==> src/rtl/tpu_tile_sched.sv <==
// -----------------------------------------------------------------------------
// tpu_tile_sched
//
// Sequences the 16x16 systolic TPU through a batch of output tiles. For each
// tile it streams K activation/weight word pairs from the A and W SRAMs into
// the TPU, waits for the TPU to produce its 16 result rows, writes those rows
// to the output SRAM, then leaves a short gap so the TPU pipeline drains
// before the next tile is fed.
//
// Ports
//   clk, rst                  : rising-edge clock, synchronous active-high reset
//   start, cfg_*              : batch launch pulse and its configuration
//   a_rd_*, w_rd_*            : SRAM read ports (data returns one cycle later)
//   tpu_in_valid, tpu_*_DI    : TPU input stream (owned exclusively here)
//   tpu_out_valid/done/DO     : TPU result stream
//   o_wr_*                    : output SRAM write port
//   busy, irq, err            : status (irq pulses once per completed batch;
//                               err is sticky until the next accepted start)
// -----------------------------------------------------------------------------
module tpu_tile_sched #(
    parameter int ADDR_W = 12,
    parameter int K_MAX  = 144,
    parameter int TMO    = 64
) (
    input  logic              clk,
    input  logic              rst,
    input  logic              start,
    input  logic [7:0]        cfg_k_len,
    input  logic [7:0]        cfg_tiles,
    input  logic              cfg_w_reuse,
    input  logic [ADDR_W-1:0] cfg_a_base,
    input  logic [ADDR_W-1:0] cfg_w_base,
    input  logic [ADDR_W-1:0] cfg_o_base,
    output logic              a_rd_en,
    output logic [ADDR_W-1:0] a_rd_addr,
    output logic              w_rd_en,
    output logic [ADDR_W-1:0] w_rd_addr,
    input  logic [127:0]      a_rd_data,
    input  logic [127:0]      w_rd_data,
    output logic              tpu_in_valid,
    output logic [127:0]      tpu_mat_DI,
    output logic [127:0]      tpu_wei_DI,
    input  logic              tpu_out_valid,
    input  logic              tpu_done,
    input  logic [127:0]      tpu_DO,
    output logic              o_wr_en,
    output logic [ADDR_W-1:0] o_wr_addr,
    output logic [127:0]      o_wr_data,
    output logic              busy,
    output logic              irq,
    output logic              err
);

    localparam logic [2:0] S_IDLE     = 3'd0;
    localparam logic [2:0] S_FEED     = 3'd1;
    localparam logic [2:0] S_WAIT_OUT = 3'd2;
    localparam logic [2:0] S_COLLECT  = 3'd3;
    localparam logic [2:0] S_GAP      = 3'd4;
    localparam logic [2:0] S_COMPLETE = 3'd5;
    localparam logic [2:0] S_ERROR    = 3'd6;

    localparam logic [7:0]        K_MAX_W  = 8'(K_MAX);
    localparam logic [8:0]        TMO_M1   = 9'(TMO - 1);
    localparam logic [ADDR_W-1:0] ADDR_ONE = ADDR_W'(1);

    logic [2:0]        state;
    logic [7:0]        k_len_q;
    logic [7:0]        tiles_q;
    logic              reuse_q;
    logic [ADDR_W-1:0] w_base_q;
    logic [7:0]        k_cnt;
    logic [7:0]        tile_cnt;
    logic [3:0]        row_cnt;
    logic [8:0]        wd_cnt;
    logic              gap_cnt;
    logic [ADDR_W-1:0] o_ptr;

    logic       cfg_bad;
    logic [8:0] wd_last;
    logic       last_row;

    assign cfg_bad  = (cfg_k_len == 8'd0) || (cfg_k_len > K_MAX_W) || (cfg_tiles == 8'd0);
    assign wd_last  = {1'b0, k_len_q} + TMO_M1;
    assign last_row = (row_cnt == 4'd15);

    // The SRAM data only exists in the cycle after the read, which is the very
    // cycle tpu_in_valid (a registered copy of the read enable) is high. The
    // data is therefore gated by that valid instead of taking another register
    // stage, which keeps the TPU bus at zero outside the K feed cycles.
    assign tpu_mat_DI = tpu_in_valid ? a_rd_data : '0;
    assign tpu_wei_DI = tpu_in_valid ? w_rd_data : '0;

    always_ff @(posedge clk) begin
        if (rst) begin
            state        <= S_IDLE;
            k_len_q      <= '0;
            tiles_q      <= '0;
            reuse_q      <= 1'b0;
            w_base_q     <= '0;
            k_cnt        <= '0;
            tile_cnt     <= '0;
            row_cnt      <= '0;
            wd_cnt       <= '0;
            gap_cnt      <= 1'b0;
            o_ptr        <= '0;
            a_rd_en      <= 1'b0;
            a_rd_addr    <= '0;
            w_rd_en      <= 1'b0;
            w_rd_addr    <= '0;
            tpu_in_valid <= 1'b0;
            o_wr_en      <= 1'b0;
            o_wr_addr    <= '0;
            o_wr_data    <= '0;
            busy         <= 1'b0;
            irq          <= 1'b0;
            err          <= 1'b0;
        end else begin
            // NOTE: non-blocking assignments so every register here samples
            // pre-edge values, regardless of statement order in this block.
            tpu_in_valid <= a_rd_en;
            o_wr_en      <= 1'b0;
            irq          <= 1'b0;

            case (state)
                S_IDLE: begin
                    if (start) begin
                        busy <= 1'b1;
                        err  <= cfg_bad;
                        if (cfg_bad) begin
                            state <= S_ERROR;
                        end else begin
                            k_len_q   <= cfg_k_len;
                            tiles_q   <= cfg_tiles;
                            reuse_q   <= cfg_w_reuse;
                            w_base_q  <= cfg_w_base;
                            k_cnt     <= '0;
                            tile_cnt  <= '0;
                            row_cnt   <= '0;
                            o_ptr     <= cfg_o_base;
                            a_rd_en   <= 1'b1;
                            w_rd_en   <= 1'b1;
                            a_rd_addr <= cfg_a_base;
                            w_rd_addr <= cfg_w_base;
                            state     <= S_FEED;
                        end
                    end
                end

                // Reads are issued while a_rd_en is high; the cycle after the
                // last read is spent letting the final word reach the TPU.
                // Address registers run on linearly across tiles, so the
                // t*K + k offset never needs a multiplier.
                S_FEED: begin
                    if (a_rd_en) begin
                        a_rd_addr <= a_rd_addr + ADDR_ONE;
                        if (k_cnt == k_len_q - 8'd1) begin
                            a_rd_en   <= 1'b0;
                            w_rd_en   <= 1'b0;
                            w_rd_addr <= reuse_q ? w_base_q : w_rd_addr + ADDR_ONE;
                        end else begin
                            k_cnt     <= k_cnt + 8'd1;
                            w_rd_addr <= w_rd_addr + ADDR_ONE;
                        end
                    end else begin
                        wd_cnt <= '0;
                        state  <= S_WAIT_OUT;
                    end
                end

                // Row 0 arrives on the edge that leaves WAIT_OUT, so both
                // states share the write/row-check path.
                S_WAIT_OUT, S_COLLECT: begin
                    if (tpu_out_valid) begin
                        o_wr_en   <= 1'b1;
                        o_wr_addr <= o_ptr;
                        o_wr_data <= tpu_DO;
                        o_ptr     <= o_ptr + ADDR_ONE;
                        row_cnt   <= row_cnt + 4'd1;
                        if (tpu_done != last_row) begin
                            err   <= 1'b1;
                            state <= S_ERROR;
                        end else if (last_row) begin
                            gap_cnt <= 1'b0;
                            state   <= S_GAP;
                        end else begin
                            state <= S_COLLECT;
                        end
                    end else if (state == S_WAIT_OUT) begin
                        if (wd_cnt == wd_last) begin
                            err   <= 1'b1;
                            state <= S_ERROR;
                        end else begin
                            wd_cnt <= wd_cnt + 9'd1;
                        end
                    end
                end

                S_GAP: begin
                    if (gap_cnt) begin
                        if (tile_cnt == tiles_q - 8'd1) begin
                            irq   <= 1'b1;
                            state <= S_COMPLETE;
                        end else begin
                            tile_cnt <= tile_cnt + 8'd1;
                            k_cnt    <= '0;
                            a_rd_en  <= 1'b1;
                            w_rd_en  <= 1'b1;
                            state    <= S_FEED;
                        end
                    end else begin
                        gap_cnt <= 1'b1;
                    end
                end

                S_COMPLETE, S_ERROR: begin
                    busy  <= 1'b0;
                    state <= S_IDLE;
                end

                default: state <= S_IDLE;
            endcase
        end
    end

endmodule
==> config.mk <==
export PLATFORM = sky130hd
export DESIGN_NAME = tpu_tile_sched
export DESIGN_NICKNAME = d
export VERILOG_FILES = /design/src/rtl/tpu_tile_sched.sv
export SDC_FILE = /design/constraint.sdc
export NUM_CORES = 1
export LEC_CHECK = 0
export CELL_PAD_IN_SITES_DETAIL_PLACEMENT = 1
export CELL_PAD_IN_SITES_GLOBAL_PLACEMENT = 1
export CORE_AREA = 5 5 331 333
export CTS_BUF_LIST = sky130_fd_sc_hd__clkbuf_8
export DETAILED_ROUTE_END_ITERATION = 10
export DIE_AREA = 0 0 336 338
export MAX_ROUTING_LAYER = met4
export PLACE_DENSITY = 0.49
export SYNTH_ARGS = -nofsm -noshare
export SYNTH_HDL_FRONTEND = slang
export SYNTH_SLANG_ARGS = --single-unit
==> constraint.sdc <==
create_clock -name clk -period 8.15 [get_ports clk]
set_input_delay 1.2225 -clock clk [delete_from_list [all_inputs] [get_ports clk]]
set_output_delay 1.2225 -clock clk [all_outputs]
set_load 0.02 [all_outputs]
==> impl_metrics.json, run 1 <==
{
  "slew_headroom": 0.253,
  "netlist.area_leader.share": 0.387,
  "drc": 0,
  "grt_pass1_wl_mm": 124,
  "vias_per_cell": 3.78,
  "cts_setup_buffers": 0,
  "synth_common_cells": "nand2_1 (329), and2_1 (262), dfxtp_1 (245)",
  "grt_setup_unrepaired": "false",
  "cts_root_buf": "clkbuf_8",
  "peakVddDrop_uv": 112,
  "synth_area_um2": 12700,
  "routed_wl_mm": 93.0,
  "hold_viol_final": 0,
  "p_total_uw": 5090,
  "crit_arrival_ns": 3.29,
  "rows": 120,
  "core_area_um2": 106000,
  "crit_required_ns": 6.93,
  "synth_cell_types": 70,
  "p_seq_frac": 0.307,
  "hpwl_mm": 75.6,
  "synth_area_leaders": "dfxtp_1 (39%), and2_1 (13%), nand2_1 (9.7%), a21oi_1 (7.9%), clkbuf_1 (3.2%)",
  "synth_ff_type": "dfxtp_1",
  "cts_htree_levels": 2,
  "clk_path_buf_depth": 3,
  "p_per_area_nw_per_um2": 214,
  "cts-buffers-inserted": 52,
  "layout.nets": 2898,
  "gp_congestion": 0.816,
  "cts-hold-fix-buffers": 0,
  "switchingPower_uw": 2020,
  "drt-initial-drc-count": 492,
  "drv_cap": 0,
  "setup_violations": 0,
  "ios": 869,
  "p_int_uw": 3070,
  "synth_nets": 2094,
  "postSynthAreaPerCell_um2": 7.72,
  "via_count": 14800,
  "slowest_delay_ns": 0.76,
  "portBuffers": 868,
  "cts.reportedPaths.clkPinSlew_ns": 0.06,
  "die_y_um": 338,
  "synth_top_cell_by_area": "dfxtp_1",
  "p_leak_uw": 0.00822,
  "synth-seq-cells": 245,
  "synth.most_common_cell": "nand2_1",
  "grt_max_degree": 142,
  "crit_type": "flip-flop to primary output",
  "fin_crit_ns": 4.51,
  "path_max_fanout": 112,
  "start_util": 0.119,
  "ys_seq_area_frac": 0.387,
  "fin_tns_setup_ns": 0,
  "dieWidth_um": 336,
  "grt_antenna_before_repair": 54,
  "crit_chain": "buf_4 > and2_1 > clkdlybuf4s50_1",
  "grt_pass1_vias": 15300,
  "min_path_type": "flip-flop to flip-flop",
  "worst_setup_path_end_kind": "primary output",
  "p_sw_frac": 0.396,
  "ant_nets": 0,
  "drt_first_pass_iters": 4,
  "cpMaxStageDelayCell": "dfxtp_4",
  "cts_resized": 0,
  "cp-start-kind": "flip-flop",
  "worst_clock_skew_ns": 0.0537,
  "overflow": 0,
  "cts_tree": "built",
  "drt-wirelength-per-cell_um": 23.7,
  "syn-instance-count": 1641,
  "fin_crit_sh": 0.554,
  "drive_above_1_share": 0.0596,
  "grt_usage": 0.158,
  "max_freq_ghz": 0.222,
  "tightest_slew_ns": 1.12,
  "power_frac_comb": 0.419,
  "async_flop_share": 0,
  "area_growth_pct": 88.1,
  "cts_num_sinks": 245,
  "clock_latency_ns": 0.65,
  "yosys_warnings": 0,
  "synth_edf_count": 0,
  "run_status": "finished clean",
  "drv_slew": 0,
  "power_frac_clock": 0.274,
  "dieArea_um2": 114000
}
==> path summary, 6_finish.rpt <==
path | from | end | slack [ns] | cells past startpoint
hold reg to reg | o_wr_data[48] | o_wr_data[48] | 0.45 | 2
setup / recovery | tpu_in_valid | tpu_mat_DI[67] | 3.64 | 3
setup reg to reg | k_len_q[0] | w_rd_addr[1] | 4.77 | 9
hold / removal | o_wr_data[48] | o_wr_data[48] | 0.45 | 2
==> power by group through the flow <==
stage               sequential [uW]  clock (uW)  combinational (uW)
finish                         1560        1400                2130
global route                   1590        1530                2310
CTS                            1570        1490                2200
detailed placement             1590           0                2190
global placement               1590           0                2190
floorplan                      1620           0                1040
==> state kept, by name, summed over array words and instances, names as in the netlist, 3 cells and up <==
signal     flops
a_rd_addr     12
k_cnt          8
k_len_q        8
o_ptr         12
o_wr_addr     12
o_wr_data    128
row_cnt        4
state          3
tile_cnt       8
tiles_q        8
w_base_q      12
w_rd_addr     12
wd_cnt         9
==> layout make-up <==
type / instances / area [um2]
Antenna cell: 36 / 90.1
Clock inverter: 24 / 134
Tap cell: 1403 / 1760
Inverter: 15 / 56.3
Clock buffer: 69 / 950
Timing Repair Buffer: 882 / 8810
Fill cell: 12600 / 82500
Multi-Input combinational cell: 1249 / 7130
Sequential cell: 245 / 4910
==> critical path, delay by kind of cell, from the launching register on <==
family / cells / cell delay (ns)
buffers and inverters: 2 / 1.41
and+or+nand+nor: 1 / 0.38
DFF: 1 / 0.76
==> layer usage <==
metal,share of wire,GRT usage,wire (um)
met1,0.35,0.149,32300
met2,0.54,0.292,50100
met3,0.078,0.0567,7250
met4,0.035,0.0673,3300
met5,0,-,0
==> metrics by stage <==
step / cell area, um2 / util / std cells / hold WS (ns) / worst slack (ns)
2_1_floorplan: 12700 / - / 1641 / 0.440 / 4.87
3_3_place_gp: 22700 / 0.213 / 3794 / 0.442 / 3.60
3_5_place_dp: 22700 / 0.213 / 3794 / 0.448 / 3.55
4_1_cts: 23700 / 0.223 / 3887 / 0.455 / 3.39
5_1_grt: 23800 / 0.224 / 3918 / 0.469 / 3.29
6_report: 23800 / 0.224 / 3923 / 0.452 / 3.64
==> placed cells by master (no fill, tap or decap), types with 6 or more instances in the layout <==
cell             synthesis  layout
nand2_1                329     328
inv_1                   15      31
a21boi_0                 8       8
clkdlybuf4s50_1          0     867
a311oi_2                10      10
xor2_1                  20      20
ha_1                    11      11
and3_1                   7       7
mux2i_1                 31      31
nor3_1                  13      13
or3_1                   10      10
o31ai_1                 13      13
nand3_2                 10      10
a22oi_1                  7       7
or3_2                   11      11
a211oi_1                13      13
nor2_1                  98      98
nand3_1                 29      29
buf_4                    4      13
nor3b_1                  7       6
dfxtp_1                245     244
o21ai_0                 38      38
diode_2                  0      36
a21oi_1                201     201
nand4_1                 12      12
xnor2_1                 14      14
or4_1                   12      12
and2_1                 262     261
clkbuf_8                 2      70
nor2b_1                  7       6
==> kinds of logic after synthesis <==
family,after synthesis,share of synthesized area
compound gates,335,0.163
xor+xnor,38,0.0313
fa+ha+maj,11,0.0109
buf+inv,147,0.0517
flops,245,0.387
mux,31,0.0245
simple gates,834,0.332
(Power assumes the default switching activity.)
==> run 2, diff against run 1 <==
Settings changed: CORE_AREA 5 5 331 333 to 5 5 339 341, DIE_AREA 0 0 336 338 to 0 0 344 346.
Clock period 8.15 ns to 3.65 ns, I/O delays scaled along.
==> run 2 against run 1 <==
  * First-iteration DRC count fell by 1.6%
  * Utilization decreased by 0.73 points
  * Sequential share of layout area fell by 0.31 points
  * Global-route usage is 0.18 points lower
  * Clock power increased by 120%
  * Non-clock buffer count increased by 25
  * Routed wire length up 2.9%
  * Final area grew 1.5%
  * Sequential power grew 120%
  * Register-to-register slack got worse by 4.2 ns
  * Worst hold slack worse by 0.012 ns
  * Critical endpoint is now tpu_wei_DI[27]
==> impl_metrics.json, run 2 (same netlist as run 1, synthesis figures left out) <==
{
  "run_status": "finished clean",
  "rows": 123,
  "hpwl_mm": 79.2,
  "p_sw_frac": 0.393,
  "cts_resized": 0,
  "fin_tns_setup_ns": 0,
  "largest_reg_flops": 128,
  "cts_num_sinks": 245,
  "cts.reportedPaths.clkPinSlew_ns": 0.06,
  "drt-initial-drc-count": 484,
  "layout.nets": 2921,
  "fin_crit_ns": 3.26,
  "portBuffers": 868,
  "power_frac_clock": 0.267,
  "layout.cells.most_common_list": "clkdlybuf4s50_1 (865), nand2_1 (328), and2_1 (261)",
  "cts_root_buf": "clkbuf_8",
  "max_freq_ghz": 0.306,
  "largest-register": "o_wr_data",
  "cts_setup_buffers": 0,
  "drc": 0,
  "crit_required_ns": 3.10,
  "clk_path_buf_depth": 3,
  "crit_arrival_ns": 2.72,
  "grt_pass1_vias": 15700,
  "cpMaxStageDelayCell": "clkdlybuf4s50_1",
  "ant_nets": 0,
  "p_int_uw": 6960,
  "hold_viol_final": 0,
  "cts_htree_levels": 2,
  "p_leak_uw": 0.00833,
  "drive_above_1_share": 0.0672,
  "clock_latency_ns": 0.64,
  "die_y_um": 346,
  "worst_clock_skew_ns": 0.0447,
  "fin_crit_sh": 0.894,
  "path_max_fanout": 62,
  "drv_slew": 0,
  "via_count": 15000,
  "vias_per_cell": 3.72,
  "grt_pass1_wl_mm": 128,
  "core_area_um2": 112000,
  "switchingPower_uw": 4500,
  "drt-wirelength-per-cell_um": 23.6,
  "slowest_delay_ns": 0.78,
  "dieArea_um2": 119000,
  "area_growth_pct": 90.9,
  "grt_max_degree": 101,
  "start_util": 0.114,
  "power_frac_comb": 0.431,
  "setup_violations": 0,
  "grt_antenna_before_repair": 68,
  "drt_first_pass_iters": 4,
  "grt_usage": 0.156,
  "crit_chain": "and2_1 > clkdlybuf4s50_1",
  "min_path_type": "flip-flop to flip-flop",
  "gp_congestion": 0.868,
  "cp-start-kind": "flip-flop",
  "final_common_cell": "clkdlybuf4s50_1",
  "cts-buffers-inserted": 50,
  "slew_headroom": 0.477,
  "crit_type": "flip-flop to primary output",
  "p_seq_frac": 0.302,
  "cp.buffers_inverters": 1,
  "cts-hold-fix-buffers": 0,
  "worst_setup_path_end_kind": "primary output",
  "path_delay_family": "buffers and inverters",
  "overflow": 0,
  "dieWidth_um": 344,
  "cts_tree": "built",
  "drv_cap": 0,
  "peakVddDrop_uv": 267,
  "ios": 869,
  "grt_setup_unrepaired": "false",
  "routed_wl_mm": 95.7,
  "p_per_area_nw_per_um2": 473,
  "holdWs_ns": 0.440,
  "tightest_slew_ns": 0.784
}
[run 2: changes by cell type in the layout (fill, tap and decap cells not counted)]
| cell | delta |
|---|---|
| clkinv_2 | -3 |
| buf_12 | +6 |
| clkdlybuf4s50_1 | -2 |
| diode_2 | +14 |
| buf_4 | +21 |
| inv_1 | -2 |
| bufinv_16 | +2 |
| clkbuf_8 | -7 |
| clkinvlp_4 | +1 |
[run 2: final timing paths]
| path | start | to | slack (ns) | cells past startpoint |
|---|---|---|---|---|
| hold reg to reg | o_ptr[5] | o_wr_addr[5] | 0.44 | 2 |
| setup reg to reg | k_len_q[1] | w_rd_addr[1] | 0.59 | 9 |
| hold / removal | o_ptr[5] | o_wr_addr[5] | 0.44 | 2 |
| setup / recovery | tpu_in_valid | tpu_wei_DI[27] | 0.39 | 2 |
[run 2: stage by stage]
stage	utilization	power [uW]	instances	worst slack [ns]	instance area, um2
finish	0.217	11500	4050	0.387	24200
global route	0.216	12200	4030	0.172	24100
CTS	0.216	11800	4000	0.237	24100
detailed placement	0.206	8570	3916	0.114	23000
global placement	0.206	8580	3916	0.186	23000
floorplan	-	5930	1641	0.884	12700
[run 2: power groups by stage]
| stage | Clock (uW) | Combinational [uW] | Sequential [uW] |
|---|---|---|---|
| after CTS | 3260 | 5070 | 3470 |
| after floorplan | 0 | 2320 | 3620 |
| after detailed placement | 0 | 5050 | 3520 |
| after global placement | 0 | 5060 | 3520 |
| final | 3050 | 4940 | 3460 |
| after global routing | 3350 | 5360 | 3530 |
[run 2: routing by layer]
metal  vias to the layer above  share of wire  global-route usage
met4                         0          0.049              0.0768
met5                         -              0                   -
met3                       140          0.083              0.0563
met2                       615           0.54               0.296
li1                       7202              -                   -
met1                      7091           0.32               0.135
[run 2: worst reg2reg max path: cells and delay by family (launching register included)]
kind / cells / cell delay [ns]
AO/OA/AOI/OAI: 3 / 0.88
XOR/XNOR: 1 / 0.35
adder cells (fa/ha/maj): 1 / 0.22
buffers and inverters: 1 / 0.08
flip-flops: 1 / 0.36
AND/OR/NAND/NOR: 3 / 1.09
[run 2: cell type report]
| class | instances | area [um2] |
|---|---|---|
| multi-input combinational | 1249 | 7130 |
| tap | 1500 | 1880 |
| clock buffer | 62 | 853 |
| inverter | 15 | 56.3 |
| timing repair buffer | 907 | 9070 |
| sequential | 245 | 4910 |
| fill | 13200 | 87400 |
| clock inverter | 22 | 179 |
| antenna | 50 | 125 |
==> run 3, diff against run 2 <==
Settings changed: GPL_TIMING_DRIVEN from default to 0.
==> run 3 against run 2 <==
  * Sequential power is 2% lower
  * Fmax is 6.3% lower
  * Clock skew is 0.011 ns higher
  * Largest cell class unchanged
  * Routed wire length is 8.8% higher
==> impl_metrics.json, run 3 (same netlist as run 1, synthesis figures left out) <==
{
  "run_status": "finished clean",
  "overflow": 0,
  "area_growth_pct": 92.6,
  "drt_first_pass_iters": 6,
  "dp.cells": 4007,
  "worst_setup_path_end_kind": "primary output",
  "hold_viol_final": 0,
  "grt_max_degree": 14,
  "portBuffers": 866,
  "p_leak_uw": 0.00838,
  "drv_slew": 0,
  "grt_usage": 0.171,
  "grt_pass1_vias": 16300,
  "grt_setup_unrepaired": "false",
  "core_area_um2": 112000,
  "fin_util": 0.219,
  "crit_arrival_ns": 2.94,
  "grt_pass1_wl_mm": 137,
  "cts_htree_levels": 2,
  "crit_required_ns": 3.10,
  "largest_reg_flops": 128,
  "peakVddDrop_uv": 223,
  "hpwl_mm": 88.4,
  "cts_root_buf": "clkbuf_8",
  "fin_tns_setup_ns": 0,
  "r2r_cells": 8,
  "cts-hold-fix-buffers": 0,
  "path_max_fanout": 10,
  "grt_antenna_before_repair": 81,
  "power_frac_clock": 0.265,
  "min_path_type": "input pin to flip-flop",
  "slew_headroom": 0.344,
  "reg2reg_slack_ns": 0.33,
  "fin_crit_sh": 0.954,
  "ant_nets": 0,
  "worst_clock_skew_ns": 0.0556,
  "final_common_cell": "clkdlybuf4s50_1",
  "power_frac_comb": 0.444,
  "cts-buffers-inserted": 51,
  "p_seq_frac": 0.292,
  "rows": 123,
  "hold_path_end": "state[0]",
  "via_count": 15600,
  "tightest_slew_ns": 0.984,
  "gp_congestion": 0.909,
  "p_sw_frac": 0.408,
  "drt-wirelength-per-cell_um": 25.1,
  "routed_wl_mm": 104,
  "layout.cells.most_common_list": "clkdlybuf4s50_1 (864), nand2_1 (329), and2_1 (262)",
  "p_per_area_nw_per_um2": 475,
  "drt-initial-drc-count": 429,
  "cp-start-kind": "flip-flop",
  "start_util": 0.114,
  "drc": 0,
  "drv_cap": 0,
  "largest-register": "o_wr_data",
  "max_freq_ghz": 0.287,
  "die_y_um": 346,
  "r2r-start": "state[1]",
  "ios": 869,
  "drive_above_1_share": 0.0581,
  "dieArea_um2": 119000,
  "layout.cells.non_filler": 4148,
  "clock_latency_ns": 0.66,
  "min_delay_path_depth": 5,
  "cts_num_sinks": 245,
  "timing.hold.worst.start": "tpu_out_valid",
  "cts.reportedPaths.clkPinSlew_ns": 0.06,
  "fin_crit_ns": 3.48,
  "crit_type": "flip-flop to primary output",
  "layout.nets": 3012,
  "p_int_uw": 6870,
  "clk_path_buf_depth": 3,
  "cts_tree": "built",
  "switchingPower_uw": 4740,
  "timing.rr.end": "o_wr_data[74]",
  "vias_per_cell": 3.76,
  "setup_violations": 0,
  "dieWidth_um": 344,
  "cts_resized": 12,
  "cts_setup_buffers": 0
}
==> run 3: worst max-delay path by stage <==
stage	from	end	depth (start not counted)	slack (ns)
finish	tpu_in_valid	tpu_wei_DI[119]	4	0.17
global route	tpu_in_valid	tpu_wei_DI[119]	4	0.02
CTS	tpu_in_valid	tpu_mat_DI[24]	4	0.03
detailed placement	cfg_k_len[1]	a_rd_addr[0]	9	-0.45
global placement	cfg_k_len[1]	a_rd_addr[0]	9	-0.45
floorplan	k_len_q[0]	w_rd_addr[0]	12	0.88
==> run 3: metal layers <==
metal | up-vias | share of wire | GRT usage
li1 | 7407 | - | -
met1 | 7367 | 0.32 | 0.147
met2 | 645 | 0.56 | 0.333
met3 | 185 | 0.076 | 0.0548
met4 | 0 | 0.047 | 0.0725
met5 | - | 0 | -
==> run 3: power by group through the flow <==
| stage | Sequential (uW) | Combinational [uW] | Clock, uW |
|---|---|---|---|
| 4_1_cts | 3400 | 5300 | 3230 |
| 3_5_place_dp | 3450 | 5270 | 0 |
| 6_report | 3380 | 5150 | 3070 |
| 2_1_floorplan | 3620 | 2320 | 0 |
| 3_3_place_gp | 3440 | 5280 | 0 |
| 5_1_grt | 3440 | 5580 | 3340 |
==> run 3: critical path: stages, from the launching register on <==
cell             delay [ns]
dfxtp_1                0.47
clkbuf_1               0.43
clkbuf_1               0.41
and2_1                 0.31
clkdlybuf4s50_1        0.66
==> run 3: cell type report <==
cell class	instances	area [um2]
well taps	1500	1880
plain buffers	131	609
multi-input cells	1249	7120
clock buffers	65	895
repair buffers	866	8670
fillers	13300	87200
diodes	47	118
clock inverters	30	163
flip-flops and latches	245	4900
inverters	15	56.3
==> run 3: per-stage QoR <==
stage	hold slack (ns)	power (uW)	setup WS, ns	instance area (um2)
CTS	0.346	11900	0.0340	24300
global route	0.389	12400	0.0191	24400
finish	0.411	11600	0.167	24400
global placement	0.442	8710	-0.447	23200
floorplan	0.440	5930	0.884	12700
detailed placement	0.447	8710	-0.447	23200
==> variant 1: new RTL, settings of run 2 <==
The parameter `ADDR_W` goes from 12 to 13.
--- a/src/rtl/tpu_tile_sched.sv
+++ b/src/rtl/tpu_tile_sched.sv
@@ -18,7 +18,7 @@
 //                               err is sticky until the next accepted start)
 // -----------------------------------------------------------------------------
 module tpu_tile_sched #(
-    parameter int ADDR_W = 12,
+    parameter int ADDR_W = 13,
     parameter int K_MAX  = 144,
     parameter int TMO    = 64
 ) (
Ports: changed (6 resized); port bits go from 869 to 875. No check against the original RTL was run, so the function may have changed too.
==> variant 1 against run 2 <==
Via count rose by 6.7%. Synthesized area grew 0.50%. Largest cell class unchanged. Sequential cell count up 5. Routed wire length grew 25%. Design area is 2.0% higher. Setup slack got worse by 190 ps. Synthesized cell count increased by 4.2%. Die area unchanged. Utilization up 0.44 points. Sequential share of layout area is essentially flat. Total power rose by 16%.
==> variant 1: results (changes against run 2) <==
| Metric | Value |
|---|---|
| CTS buffer count | `58 (+16%)` |
| Family with the most delay on the worst path | `buffers and inverters` |
| Register area share after synthesis | `0.393 (+0.00592)` |
| Reg with most FFs | `o_wr_data` |
| WL met2 | `61.9 mm (+19%)` |
| Placer congestion estimate | `0.960 (+11%)` |
| Deepest clock path buffer count | `3 (unchanged)` |
| Clock latency on the worst-skew pair | `710 ps (+70 ps)` |
| Largest net degree at the start of global routing | `114 (+13%)` |
| Total Nets Final | `3019 (+3.4%)` |
| Clock Pin Slew Worst Setup and Hold Paths | `60 ps (about the same)` |
| Setup Skew | `57.0 ps (+12.3 ps)` |
| Area contributors post-synth | `dfxtp_1, nand2_1, and2_1, a21oi_1, clkbuf_1` |
| Vias in the first global route | `16704 (+6.3%)` |
| First-pass DRT Iterations | `5 (+1)` |
| Setup TNS | `0 ps (unchanged)` |
| Worst Path Arrival | `2900 ps (+180 ps)` |
| Via count | `16062 (+6.7%)` |
| Layout cells sized above 1 | `0.0603 (-0.00693)` |
| WL met3 | `8.84 mm (+12%)` |
| H-Tree Level Count | `2 (unchanged)` |
| Post-synth top cells | `nand2_1, and2_1, dfxtp_1` |
| First-pass GRT wire length | `153 mm (+20%)` |
| Worst hold path type | `in -> reg` |
| Status | `complete, no violations` |
| Routed WL | `120 mm (+25%)` |
| Leak pwr | `8.55 nW (+2.6%)` |
| Root Driver | `clkbuf_8` |
| Post-synthesis cell type count | `73 (+4.3%)` |
| Initial antenna violation count | `33 (-51%)` |
| DP HPWL | `101 mm (+27%)` |
| Max incr delay on CP | `810 ps (+30 ps)` |
| Crit Path Max Fanout | `32 (-48%)` |
| Post-DP Area | `0.0233 mm2 (+1.3%)` |
| Global Route Usage Sum | `0.197 (+0.0407)` |
| Top routing layer used | `met4` |
| Syn nets | `2166 (+3.4%)` |
| CP max stage cell | `clkdlybuf4s50_1` |
| Max FFs per register | `128 (unchanged)` |
| Peak supply drop | `263 uV (-1.3%)` |
| Dominant synthesized flop cell | `dfxtp_1` |
| WL met1 | `32.8 mm (+6.0%)` |
| Slew headroom | `0.241 (-0.236)` |
| Post-synth ARST share | `0 (unchanged)` |
| Initial drt markers | `513 (+6.0%)` |
| Synth warn | `0 (unchanged)` |
| Buffers added on ports | `874 (+0.69%)` |
[variant 1: final timing paths]
kind	to	slack, ps	from	cells past startpoint
worst max register to register	wd_cnt[5]	510	k_len_q[0]	9
worst max-delay path	tpu_wei_DI[54]	200	tpu_in_valid	3
worst min register to register	o_wr_data[121]	450	o_wr_data[121]	2
worst min-delay path	o_wr_data[127]	270	rst	2
[variant 1: per-layer routing]
| metal | track usage | up-vias |
|---|---|---|
| li1 | - | 7503 |
| met1 | 0.146 | 7613 |
| met2 | 0.349 | 719 |
| met3 | 0.0606 | 227 |
| met4 | 0.222 | 0 |
| met5 | - | - |
[variant 1: layout make-up]
class | instances | area, um2
flip-flops and latches | 250 | 5010
diodes | 39 | 97.6
clock inverters | 30 | 240
clock buffers | 72 | 991
inverters | 19 | 71.3
repair buffers | 919 | 9220
fillers | 13215 | 86900
multi-input cells | 1315 | 7190
well taps | 1500 | 1880
[variant 1: timing repair]
action	in CTS	in global routing
buffers inserted	0	1
endpoints found under the setup margin	0	7
gates resized for setup	0	3
[variant 1: report_power, final]
group | internal, W | switching (W) | leakage (nW) | total, W
combinational | 0.00244 | 0.00368 | 5.82 | 0.00612
clock | 0.00200 | 0.00156 | 0.696 | 0.00356
sequential | 0.00312 | 0.000444 | 2.03 | 0.00357
[variant 1: worst reg2reg max path: stages (launching register included)]
cell and delay [ps]:
dfxtp_1 380, inv_1 90, ha_1 300, or3b_4 450, or3_1 380, nand3_1 80
a21bo_2 270, a31o_1 380, or4_1 540, a21oi_1 150
[variant 1: stage by stage]
| step | power [W] | util | cells | setup slack [ps] |
|---|---|---|---|---|
| global route | 0.0140 | 0.221 | 4142 | 90.1 |
| floorplan | 0.00623 | - | 1710 | 975 |
| CTS | 0.0136 | 0.220 | 4104 | 42.6 |
| detailed placement | 0.00980 | 0.209 | 4002 | 30.6 |
| finish | 0.0132 | 0.221 | 4144 | 201 |
| global placement | 0.00978 | 0.209 | 4002 | 73.8 |
[variant 1: cells by family after synthesis]
family                     after synthesis  synth area share
DFF                                    250             0.393
buffers and inverters                  145            0.0454
adders and majority gates               11            0.0108
and+or+nand+nor                        869             0.333
xor gates and xnor gates                44            0.0361
AOI/OAI and AO/OA                      384             0.176
muxes                                    7           0.00560
==> variant 2: new RTL, config.mk and constraints of run 2 <==
Made on the original files. Register the outputs `tpu_mat_DI` and `tpu_wei_DI`, cleared by the reset; this adds one clock of latency there. The other outputs are not delayed to match.
--- a/src/rtl/tpu_tile_sched.sv
+++ b/src/rtl/tpu_tile_sched.sv
@@ -87,8 +87,15 @@
     // cycle tpu_in_valid (a registered copy of the read enable) is high. The
     // data is therefore gated by that valid instead of taking another register
     // stage, which keeps the TPU bus at zero outside the K feed cycles.
-    assign tpu_mat_DI = tpu_in_valid ? a_rd_data : '0;
-    assign tpu_wei_DI = tpu_in_valid ? w_rd_data : '0;
+    always_ff @(posedge clk) begin
+        if (rst) begin
+            tpu_mat_DI <= '0;
+            tpu_wei_DI <= '0;
+        end else begin
+            tpu_mat_DI <= tpu_in_valid ? a_rd_data : '0;
+            tpu_wei_DI <= tpu_in_valid ? w_rd_data : '0;
+        end
+    end
 
     always_ff @(posedge clk) begin
         if (rst) begin
Behaviour: not the same (a bounded check fails within 4 cycles, from zero or initial values and one cycle with rst high).
==> variant 2 against run 2 <==
Critical endpoint is now wd_cnt[8]. Design area rose by 26%. Register-to-register slack improved by 60 ps. Total power is 48% higher. Synthesized area up 41%. Sequential cell count rose by 256. Routed wire length grew 5.4%. Setup slack better by 270 ps. Clock skew up 19 ps.
==> variant 2: results (changes against run 2) <==
| Metric | Value |
|---|---|
| Met3 layer usage reported by global route | `0.0694 (+0.0131)` |
| Fraction of area in registers | `0.329 (+0.126)` |
| Routed WL | `101 mm (+5.4%)` |
| Comb_multi_in | `1315 (+5.3%)` |
| Worst hold path type | `in -> reg` |
| Initial drt markers | `869 (+80%)` |
| Seq Cell Count | `501 (+100%)` |
| Placer congestion estimate | `0.805 (-7.3%)` |
| Layout cells sized above 1 | `0.0730 (+0.00577)` |
| Global Route Usage Sum | `0.167 (+0.0108)` |
| Clock latency on the worst-skew pair | `750 ps (+110 ps)` |
| Number of non-clock buffers | `905 (-0.22%)` |
| Worst slew pin tran | `795 ps (+11.4 ps)` |
| Total Nets Final | `3294 (+13%)` |
| Syn nets | `2422 (+16%)` |
| Setup Skew | `63.5 ps (+18.9 ps)` |
| Ant diodes | `38 (-24%)` |
| GR Util met2 | `0.258 (-0.0375)` |
| Vias per inst | `3.90 (+5.0%)` |
| Register area share after synthesis | `0.562 (+0.175)` |
| Pre-CTS WS | `343 ps (+229 ps)` |
| Final core utilization | `0.273 (+0.0565)` |
| Inverter count | `17 (+2)` |
| Number of fill cells | `12885 (-2.3%)` |
| Sw Ratio | `0.334 (-0.0584)` |
| Clock power share | `0.360 (+0.093)` |
| CP max stage cell | `a2111o_1` |
| Post-synthesis cell type count | `68 (-2.9%)` |
| First-pass DRT Iterations | `5 (+1)` |
| Post-DP Area | `0.0283 mm2 (+23%)` |
| H-Tree Level Count | `3 (+1)` |
| Layout clock area frac | `0.0694 (+0.0267)` |
| Placed Cells | `4238 (+8.2%)` |
| Seq. pwr | `0.00647 W (+87%)` |
| Initial antenna violation count | `57 (-16%)` |
| Post-synth top cells | `dfxtp_1, nand2_1, and2_1` |
| Status | `complete, no violations` |
## variant 2: logic make-up (layout without fill, tap and decap cells)
kind of cell	count (synthesis)	after routing	synth area share
muxes	14	14	0.00834
xor gates and xnor gates	42	42	0.0206
AOI/OAI and AO/OA	389	389	0.130
adders and majority gates	11	11	0.00771
buffers and inverters	153	1103	0.0337
and+or+nand+nor	859	859	0.238
DFF	501	501	0.562
other	0	38	0
## variant 2: path summary, 6_finish.rpt
kind | start | end | slack, ps | cells past startpoint
worst max-delay path | k_len_q[1] | wd_cnt[8] | 650 | 9
worst min-delay path | w_rd_data[96] | tpu_wei_DI[96] | 360 | 2
worst max register to register | k_len_q[1] | wd_cnt[8] | 650 | 9
worst min register to register | o_wr_data[6] | o_wr_data[6] | 450 | 2
## variant 2: per-layer routing
metal | up-vias | wire length (um)
li1 | 8393 | -
met1 | 8325 | 44100
met2 | 560 | 45500
met3 | 110 | 9260
met4 | 0 | 1930
met5 | - | 0
